**src/rtl/pc_gen_if.sv**
```systemverilog
// Fetch-PC generator bus: redirect/trap sources from execute and commit,
// and the PC valid/ready handshake towards instruction fetch.
// master: the PC generator. slave: the surrounding pipeline.
interface pc_gen_if #(
    parameter int ADDR_WIDTH = 64,
    parameter int SEL_WIDTH  = 2
);
    logic [SEL_WIDTH-1:0]  pc_sel;
    logic [ADDR_WIDTH-1:0] bra_addr;
    logic [ADDR_WIDTH-1:0] jal_addr;
    logic [ADDR_WIDTH-1:0] jalr_addr;
    logic                  redirect_valid;
    logic                  trap_valid;
    logic [ADDR_WIDTH-1:0] trap_vec;
    logic                  is_compressed;
    logic                  stall;
    logic                  pc_valid;
    logic                  pc_ready;
    logic [ADDR_WIDTH-1:0] pc;
    logic                  misalign;
    logic [ADDR_WIDTH-1:0] bad_addr;

    modport master (
        input  pc_sel, bra_addr, jal_addr, jalr_addr, redirect_valid,
        input  trap_valid, trap_vec, is_compressed, stall, pc_ready,
        output pc_valid, pc, misalign, bad_addr
    );

    modport slave (
        output pc_sel, bra_addr, jal_addr, jalr_addr, redirect_valid,
        output trap_valid, trap_vec, is_compressed, stall, pc_ready,
        input  pc_valid, pc, misalign, bad_addr
    );
endinterface

```
**src/rtl/pc_gen_unit.sv**
```systemverilog
// pc_gen_unit: registered fetch-PC generator with prioritised redirect
// (trap > jalr > jal > branch > sequential) and misaligned-target diversion
// to the trap vector.
// Optional feature macro: C_EXT_EN (16-bit instructions; INC 2/4 and
// halfword alignment). Without it INC is 4 and word alignment is required.
module pc_gen_unit #(
    parameter int          ADDR_WIDTH   = 64,
    parameter logic [63:0] RESET_VECTOR = 64'h0,
    parameter int          SEL_WIDTH    = 2
) (
    input  logic          clk,
    input  logic          rst_n,
    pc_gen_if.master      bus
);

    localparam logic [ADDR_WIDTH-1:0] RESET_PC = ADDR_WIDTH'(RESET_VECTOR);

`ifdef C_EXT_EN
    localparam logic [ADDR_WIDTH-1:0] ALIGN_MASK = ADDR_WIDTH'(1);
`else
    localparam logic [ADDR_WIDTH-1:0] ALIGN_MASK = ADDR_WIDTH'(3);
`endif

    typedef enum logic [1:0] {
        ST_BOOT   = 2'd0,
        ST_RUN    = 2'd1,
        ST_DIVERT = 2'd2
    } state_t;

    // Target is misaligned when any bit under the alignment mask is set.
    function automatic logic is_misaligned(input logic [ADDR_WIDTH-1:0] addr);
        return (addr & ALIGN_MASK) != {ADDR_WIDTH{1'b0}};
    endfunction

    state_t                state_r;
    logic [ADDR_WIDTH-1:0] pc_r;
    logic                  pc_valid_r;
    logic                  misalign_r;
    logic [ADDR_WIDTH-1:0] bad_addr_r;

    logic                  redir_s;
    logic [ADDR_WIDTH-1:0] target_s;
    logic [ADDR_WIDTH-1:0] inc_s;
    logic                  transfer_s;

`ifdef C_EXT_EN
    assign inc_s = bus.is_compressed ? ADDR_WIDTH'(2) : ADDR_WIDTH'(4);
`else
    // is_compressed has no function without 16-bit instruction support.
    logic cmp_unused_s;
    assign cmp_unused_s = bus.is_compressed;
    assign inc_s        = ADDR_WIDTH'(4);
`endif

    assign transfer_s = pc_valid_r & bus.pc_ready & ~bus.stall;

    // Decode the redirect source; pc_sel of 0 means no redirect.
    always_comb begin
        redir_s  = 1'b0;
        target_s = {ADDR_WIDTH{1'b0}};
        if (bus.redirect_valid) begin
            case (bus.pc_sel)
                SEL_WIDTH'(3): begin
                    redir_s  = 1'b1;
                    target_s = bus.jalr_addr & ~ADDR_WIDTH'(1);
                end
                SEL_WIDTH'(2): begin
                    redir_s  = 1'b1;
                    target_s = bus.jal_addr;
                end
                SEL_WIDTH'(1): begin
                    redir_s  = 1'b1;
                    target_s = bus.bra_addr;
                end
                default: begin
                    redir_s  = 1'b0;
                    target_s = {ADDR_WIDTH{1'b0}};
                end
            endcase
        end else begin
            redir_s  = 1'b0;
            target_s = {ADDR_WIDTH{1'b0}};
        end
    end

    // Control FSM owning the PC, handshake valid and fault reporting.
    always_ff @(posedge clk or negedge rst_n) begin
        if (!rst_n) begin
            state_r    <= ST_BOOT;
            pc_r       <= RESET_PC;
            pc_valid_r <= 1'b0;
            misalign_r <= 1'b0;
            bad_addr_r <= {ADDR_WIDTH{1'b0}};
        end else begin
            misalign_r <= 1'b0;
            case (state_r)
                ST_BOOT: begin
                    pc_valid_r <= 1'b1;
                    state_r    <= ST_RUN;
                end
                ST_RUN: begin
                    if (bus.trap_valid) begin
                        pc_r       <= bus.trap_vec;
                        pc_valid_r <= 1'b1;
                    end else if (redir_s) begin
                        if (is_misaligned(target_s)) begin
                            // Hold PC, drop valid, report on the way out of DIVERT.
                            bad_addr_r <= target_s;
                            pc_valid_r <= 1'b0;
                            state_r    <= ST_DIVERT;
                        end else begin
                            pc_r       <= target_s;
                            pc_valid_r <= 1'b1;
                        end
                    end else if (transfer_s) begin
                        pc_r <= pc_r + inc_s;
                    end else begin
                        pc_r <= pc_r;
                    end
                end
                ST_DIVERT: begin
                    // A concurrent trap loads the same vector, so it is absorbed.
                    misalign_r <= 1'b1;
                    pc_r       <= bus.trap_vec;
                    pc_valid_r <= 1'b1;
                    state_r    <= ST_RUN;
                end
                default: begin
                    pc_valid_r <= 1'b0;
                    state_r    <= ST_BOOT;
                end
            endcase
        end
    end

    assign bus.pc       = pc_r;
    assign bus.pc_valid = pc_valid_r;
    assign bus.misalign = misalign_r;
    assign bus.bad_addr = bad_addr_r;

endmodule

```
**src/flat_wrapper.sv**
```systemverilog
// flat-port wrapper written by rule: the top's interface ports become plain ports
module pc_gen_unit_flat 
#(
    parameter int          ADDR_WIDTH   = 64,
    parameter logic [63:0] RESET_VECTOR = 64'h0,
    parameter int          SEL_WIDTH    = 2
)
  (clk, rst_n, bus_pc_sel, bus_bra_addr, bus_jal_addr, bus_jalr_addr, bus_redirect_valid, bus_trap_valid, bus_trap_vec, bus_is_compressed, bus_stall, bus_pc_ready, bus_pc_valid, bus_pc, bus_misalign, bus_bad_addr);
  pc_gen_if #(.ADDR_WIDTH(ADDR_WIDTH), .SEL_WIDTH(SEL_WIDTH)) bus_i ();
  input  logic clk;
  input  logic rst_n;
  input wire logic [$bits(bus_i.pc_sel)-1:0] bus_pc_sel;
  input wire logic [$bits(bus_i.bra_addr)-1:0] bus_bra_addr;
  input wire logic [$bits(bus_i.jal_addr)-1:0] bus_jal_addr;
  input wire logic [$bits(bus_i.jalr_addr)-1:0] bus_jalr_addr;
  input wire logic [$bits(bus_i.redirect_valid)-1:0] bus_redirect_valid;
  input wire logic [$bits(bus_i.trap_valid)-1:0] bus_trap_valid;
  input wire logic [$bits(bus_i.trap_vec)-1:0] bus_trap_vec;
  input wire logic [$bits(bus_i.is_compressed)-1:0] bus_is_compressed;
  input wire logic [$bits(bus_i.stall)-1:0] bus_stall;
  input wire logic [$bits(bus_i.pc_ready)-1:0] bus_pc_ready;
  output wire logic [$bits(bus_i.pc_valid)-1:0] bus_pc_valid;
  output wire logic [$bits(bus_i.pc)-1:0] bus_pc;
  output wire logic [$bits(bus_i.misalign)-1:0] bus_misalign;
  output wire logic [$bits(bus_i.bad_addr)-1:0] bus_bad_addr;
  assign bus_i.pc_sel = bus_pc_sel;
  assign bus_i.bra_addr = bus_bra_addr;
  assign bus_i.jal_addr = bus_jal_addr;
  assign bus_i.jalr_addr = bus_jalr_addr;
  assign bus_i.redirect_valid = bus_redirect_valid;
  assign bus_i.trap_valid = bus_trap_valid;
  assign bus_i.trap_vec = bus_trap_vec;
  assign bus_i.is_compressed = bus_is_compressed;
  assign bus_i.stall = bus_stall;
  assign bus_i.pc_ready = bus_pc_ready;
  assign bus_pc_valid = bus_i.pc_valid;
  assign bus_pc = bus_i.pc;
  assign bus_misalign = bus_i.misalign;
  assign bus_bad_addr = bus_i.bad_addr;
  pc_gen_unit #(.ADDR_WIDTH(ADDR_WIDTH), .RESET_VECTOR(RESET_VECTOR), .SEL_WIDTH(SEL_WIDTH)) u_core (.clk(clk), .rst_n(rst_n), .bus(bus_i));
endmodule
```
**config.mk**
```make
export PLATFORM = sky130hd
export DESIGN_NAME = pc_gen_unit_flat
export DESIGN_NICKNAME = d
export VERILOG_FILES = /design/src/rtl/pc_gen_if.sv /design/src/rtl/pc_gen_unit.sv /design/src/flat_wrapper.sv
export SDC_FILE = /design/constraint.sdc
export NUM_CORES = 1
export LEC_CHECK = 0
export BUFFER_PORTS_ARGS = -buffer_cell sky130_fd_sc_hd__buf_2
export CAP_MARGIN = 20
export CORE_ASPECT_RATIO = 1.4
export CORE_MARGIN = 3
export CORE_UTILIZATION = 30
export DETAILED_ROUTE_END_ITERATION = 10
export GPL_TIMING_DRIVEN = 0
export PLACE_DENSITY = 0.58
export REMOVE_ABC_BUFFERS = 1
export SETUP_SLACK_MARGIN = 0.3
export SYNTH_ARGS = -nofsm -noshare
export SYNTH_HDL_FRONTEND = slang
export SYNTH_SLANG_ARGS = --single-unit
```
**constraint.sdc**
```tcl
create_clock -name clk -period 2.9 [get_ports clk]
set_clock_uncertainty 0.2 [all_clocks]
set_input_delay 0.58 -clock clk [delete_from_list [all_inputs] [get_ports clk]]
set_output_delay 0.58 -clock clk [all_outputs]
set_load 0.01 [all_outputs]
```
# Word-level counts from Yosys, hierarchy flattened
# Cells that the tools add are included.
word_totals:
  register_bits: 132
  word_cells: 47
op_classes:
  add_sub_neg: 1
  n_eq_ne: 11
  muxes: 18
  bitwise_logic: 4
  n_reduce_logical: 8
ops:
  columns: ["cell", "count"]
  rows:
  - ["$mux W64", 5]
  - ["$pmux W64 S3", 1]
  - ["$pmux W64 S2", 1]
  - ["$add A64 B3 Y64 const B", 1]
  - ["$reduce_bool A64 Y1", 1]
  - ["$eq A2 B2 Y1 const B", 3]
  - ["$mux W1", 6]
  - ["$mux W2", 3]
  - ["$reduce_and A3 Y1", 2]
  - ["$eq A2 B1 Y1 const B", 2]
  - ["$ne A2 B1 Y1 const B", 2]
  - ["$ne A4 B2 Y1 const B", 1]
  - ["$ne A4 B4 Y1 const B", 1]
  - ["$pmux W2 S2", 1]
  - ["$reduce_and A4 Y1", 1]
  - ["$ne A3 B2 Y1 const B", 1]
  - ["$reduce_or A3 Y1", 1]
  - ["$and A1 B1 Y1", 2]
  - ["$logic_not A2 Y1", 1]
  - ["$ne A2 B2 Y1 const B", 1]
  - ["$not A1 Y1", 2]
  - ["$pmux W1 S2", 1]
  - ["$reduce_bool A2 Y1", 1]
  - ["$reduce_or A2 Y1", 1]

# Longest topological paths before layout
logic_depth:
  depth_word: 8
  ltp_mapped: 9
  depth_no_buf: 8

# Least setup slack after synthesis
# Ideal clock, no wire load.
synth_path:
  path_type: "input-to-reg"
  start: "input port bus_pc_sel[0]"
  end: "register u_core.pc_r[38], in the netlist u_core.bus.pc[38]"
  arrival_ns: 2.009
  required_ns: 2.573
  path_slack_ns: 0.564
  stages: 7
  n_path_buf: 2
  cell_sequence: "buf_2 buf_1 mux2_2 a22oi_1 a21oi_1 a221oi_1 nor2_1"
synth_between:
  elab_chain_cells: 7
  word_cells_on_any_way: 16
  classes_between: "eq/ne: 5; mux: 8; reduce/logical: 3"
synth_rtl:
  columns: ["item", "line", "rtl"]
  rows:
  - ["start, declared", "flat_wrapper.sv:12", "input wire logic [$bits(bus_i.pc_sel)-1:0] bus_pc_sel;"]
  - ["parallel branches: the longest is 7 deep, another holds $pmux W64 S3", null, null]
  - ["end signal, assigned", "pc_gen_unit.sv:103", "pc_r <= bus.trap_vec;"]
  - ["end signal, assigned", "pc_gen_unit.sv:112", "pc_r <= target_s;"]
  - ["end signal, assigned", "pc_gen_unit.sv:116", "pc_r <= pc_r + inc_s;"]
  - ["end, declared", "pc_gen_unit.sv:36", "logic [ADDR_WIDTH-1:0] pc_r;"]
# Several ways; the timed one is not identified. The select of a mux whose other input is x is not followed.
# A chain may end at the register's enable or synchronous reset.

# Worst setup path in the final report
layout_path:
  start: "register u_core.pc_r[3], in the netlist u_core.bus.pc[3]"
  end: "register u_core.pc_r[56], in the netlist u_core.bus.pc[56]"
layout_between:
  elab_chain_cells: 5
layout_rtl:
  columns: ["item", "line", "rtl"]
  rows:
  - ["$add A64 B3 Y64", "pc_gen_unit.sv:116", null]
  - ["$mux W64", "pc_gen_unit.sv:115", "end else if (transfer_s) begin"]
  - ["$mux W64", "pc_gen_unit.sv:105", "end else if (redir_s) begin"]
  - ["$mux W64", "pc_gen_unit.sv:102", "if (bus.trap_valid) begin"]
  - ["$pmux W64 S2", "pc_gen_unit.sv:96", "case (state_r)"]
# No other way between the ends. The select of a mux whose other input is x is not followed.

==> impl_results.md <==
- Outcome: completed
- Slowest CP cell: dfrtp_1
- Initial antenna violation count: 4
- GP Congestion: about 0.8
- 1st-iter DRT viols: 530
- Synth Flop Type: dfrtp_1
- Root buffer cell: clkbuf_16
- Vias: between 9,000 and 10,000
- Actual slew at the worst max-slew pin: 1.05 ns
- Post-DP HPWL: 25.9 mm
- Post-layout nets: 1,676
- Startpoint types: flop
- IO Count: 395
- Async S/R FF share, synth: 100%
- First-pass GRT wire length: 56.3 mm
- Tcrit/Tclk final: between 90% and 100%
- Core area: roughly 29,000 µm²
- Pwr dens: 887 nW/µm²
- Post-DP Area: 11,200 µm²
- Total CTS buffers: 17
- Final Hold Vio Count: 0
- Crit-path max cell delay: around 0.43 ns
- #FFs+latches synth: 132
- Critical Path End Type: flop
- Worst-path clk slew: 0.06 ns
- Place WS: -1.38 ns
- Total die area: 31,500 µm²
- VDD IR max: between 0.3 and 0.4 mV
- Crit path DAT: 2.73 ns
- Max_cap viols: 0
- CP Max Fanout: 9
- TritonRoute pass-1 iters: 5
- RSZ-0062 raised after global routing: yes
- Final setup vio count: 0
- Ratio of cells with drive above 1 in the final layout: 42.8%
- IO buf count: slightly below 400
- Worst path bufs/invs: 1
- Slew Viols, Final: 0
- Syn avg cell area: between 8 and 9 µm²
- Share of Yosys cell area claimed by the top area cell type: between 30% and 40%
- Minimum clock period after layout: 2.61 ns
- Crit path required time: 3.02 ns
- Number of flops mapped to enable cells by yosys: 0
- WL/cell: between 20 and 25 µm
- Height of the die: 209 µm
- Initial Util: 30.7%
- Final wirelength: 38.1 mm
- CTS tree: built
- Number of global-route vias before repair: 9,489
- Setup TNS Final: 0 ns
- Clock H-tree levels: 4
- HP Class: input port to flop
- Seq/Total Area, Yosys: 37.5%
- Syn Inst Count: between 1,000 and 1,500
- Synth warn: 0
- FP Rows: 73
- Largest area contributor in the netlist: dfrtp_1
- Netlist cell types: 67
- Leakage: ~0.0055 µW
- Synth Cell Area: 8800 µm²
- Critical path type: flop to flop
- Cells taking the most area after synthesis: dfrtp_1 38%, mux2_2 9.7%, o21ai_0 7.1%
- Residual DRC count: 0
- Gr usage total: 23.1%
- Largest net degree at the start of global routing: 82
- Finished Cell Area: 12,300 µm²
- P&R area growth vs syn: 40.2%
- Sink Count: 132
- Worst path top cell family by delay: simple AND/OR/NAND/NOR gates
- Slew headroom: 29.8%
- Clock buffer depth: 2
- FMAX: 383 MHz
- Die width: around 150 µm
- Antenna violation net count after detailed routing: 0
- Final worst slack: 0.286 ns
- Worst hold slack: 0.180 ns
- GRT overflow: 0
- CP Cell Sequence: ha_2 -> nand4_1 -> or2_4 -> nor4_4 -> buf_12 -> nand3_2 -> a31o_1 -> a32o_1
- Drt via density: 5.48
- Worst-Skew Late Latency: 0.44 ns
- Fin util: 43.0%
-- per-stage QoR --
stage	total power, µW	std cells
floorplan	6180	942
global placement	8130	1709
detailed placement	8490	1722
CTS	10900	1783
global route	11700	1798
finish	10900	1798
-- path summary, 6_finish.rpt --
check / slack [ns] / start / end / depth (start not counted)
worst max-delay path: 0.29 / u_core.bus.pc[3] / u_core.bus.pc[56] / 8
min in group asynchronous: 0.46 / rst_n / u_core.bus.bad_addr[20] / 2
worst min-delay path: 0.18 / bus_trap_vec[45] / u_core.bus.pc[45] / 3
worst min register to register: 0.29 / u_core.bus.bad_addr[1] / u_core.bus.bad_addr[1] / 2
worst max register to register: 0.29 / u_core.bus.pc[3] / u_core.bus.pc[56] / 8
max in group asynchronous: 1.19 / rst_n / u_core.bus.pc_valid / 3
-- cells by family after synthesis --
group	after synthesis	synth area share, %
AOI/OAI and AO/OA	403	28.5
buffers and inverters	90	4.34
and+or+nand+nor	305	17.8
DFF	132	37.5
muxes	80	10.2
xor gates and xnor gates	9	0.896
adders and majority gates	5	0.711
-- cell usage in the layout, fill, tap and decap left out, types with 9 or more instances in the layout --
cell type and count:
buf_2 389, dfrtp_1 128, o21ai_0 124, nor2_1 107, a21oi_1 98, mux2_2 76, nand2_1 63, a22oi_1 52
buf_4 27, nand3_1 25, a31oi_1 23, and3_1 17, clkbuf_16 17, nor3_1 16, a22o_1 14, nand4_1 13
buf_12 12, a221oi_1 11, o21ai_1 9, o2bb2ai_1 9
-- power by group --
part | total, µW | leakage (µW) | internal (µW) | switching (µW)
clock | 2210 | 0.000276 | 1290 | 917
sequential | 3740 | 0.00155 | 2780 | 961
combinational | 5000 | 0.00369 | 2140 | 2860
-- synth_stat cells, drive strengths merged (4+ instances only) --
library cell	n
a22oi	52
o21a	4
nor3	18
clkbuf	49
and3	19
and4	7
inv	8
a221oi	13
or2	8
nand2	67
a22o	14
a41oi	7
mux2i	4
o21ai	135
dfrtp	132
xor2	6
or4	4
o211ai	5
o31ai	10
buf	33
nor4	12
nand3	29
o2bb2ai	9
a211oi	6
a221o	4
a21oi	98
nor2	112
mux2	76
ha	5
nand4	15
o22ai	5
a31oi	24
and2	4
-- layer usage --
metal | global-route usage, % | routed length, µm | up-vias
met5 | 0 | 0 | -
met4 | 8.01 | 993 | 0
met3 | 3.62 | 2020 | 49
met2 | 40.8 | 19700 | 352
met1 | 28.4 | 15400 | 4807
li1 | - | - | 4651
-- sequential cells by signal, indices dropped and copies added, names as in the netlist --
name,count
u_core.bus.pc_valid,1
u_core.state_r,2
u_core.bus.bad_addr,64
u_core.bus.pc,64
u_core.bus.misalign,1
-- timing repair --
item                       4_1_cts  5_1_grt
hold endpoints to repair        51        0
gates resized for setup         26       16
cloned                           6        1
pin swaps                       10       11
setup endpoints to repair      131       58
setup buffers                   22       10
hold buffers                     1        0
-- worst register-to-register path, cell delays in order (launching register included) --
cell     delay [ns]
dfrtp_1        0.43
ha_2           0.25
nand4_1        0.23
or2_4          0.34
nor4_4         0.31
buf_12         0.18
nand3_2        0.12
a31o_1         0.24
a32o_1         0.20
-- area by class of cell --
cell class	instances	area, µm²
inverter	8	30.0
sequential	132	3310
clock buffer	20	447
multi-input combinational	808	5340
fill	2872	16300
antenna	4	10.0
timing repair buffer	439	2600
tap	375	469
clock inverter	12	133
Power figures use the tool's default switching activity.
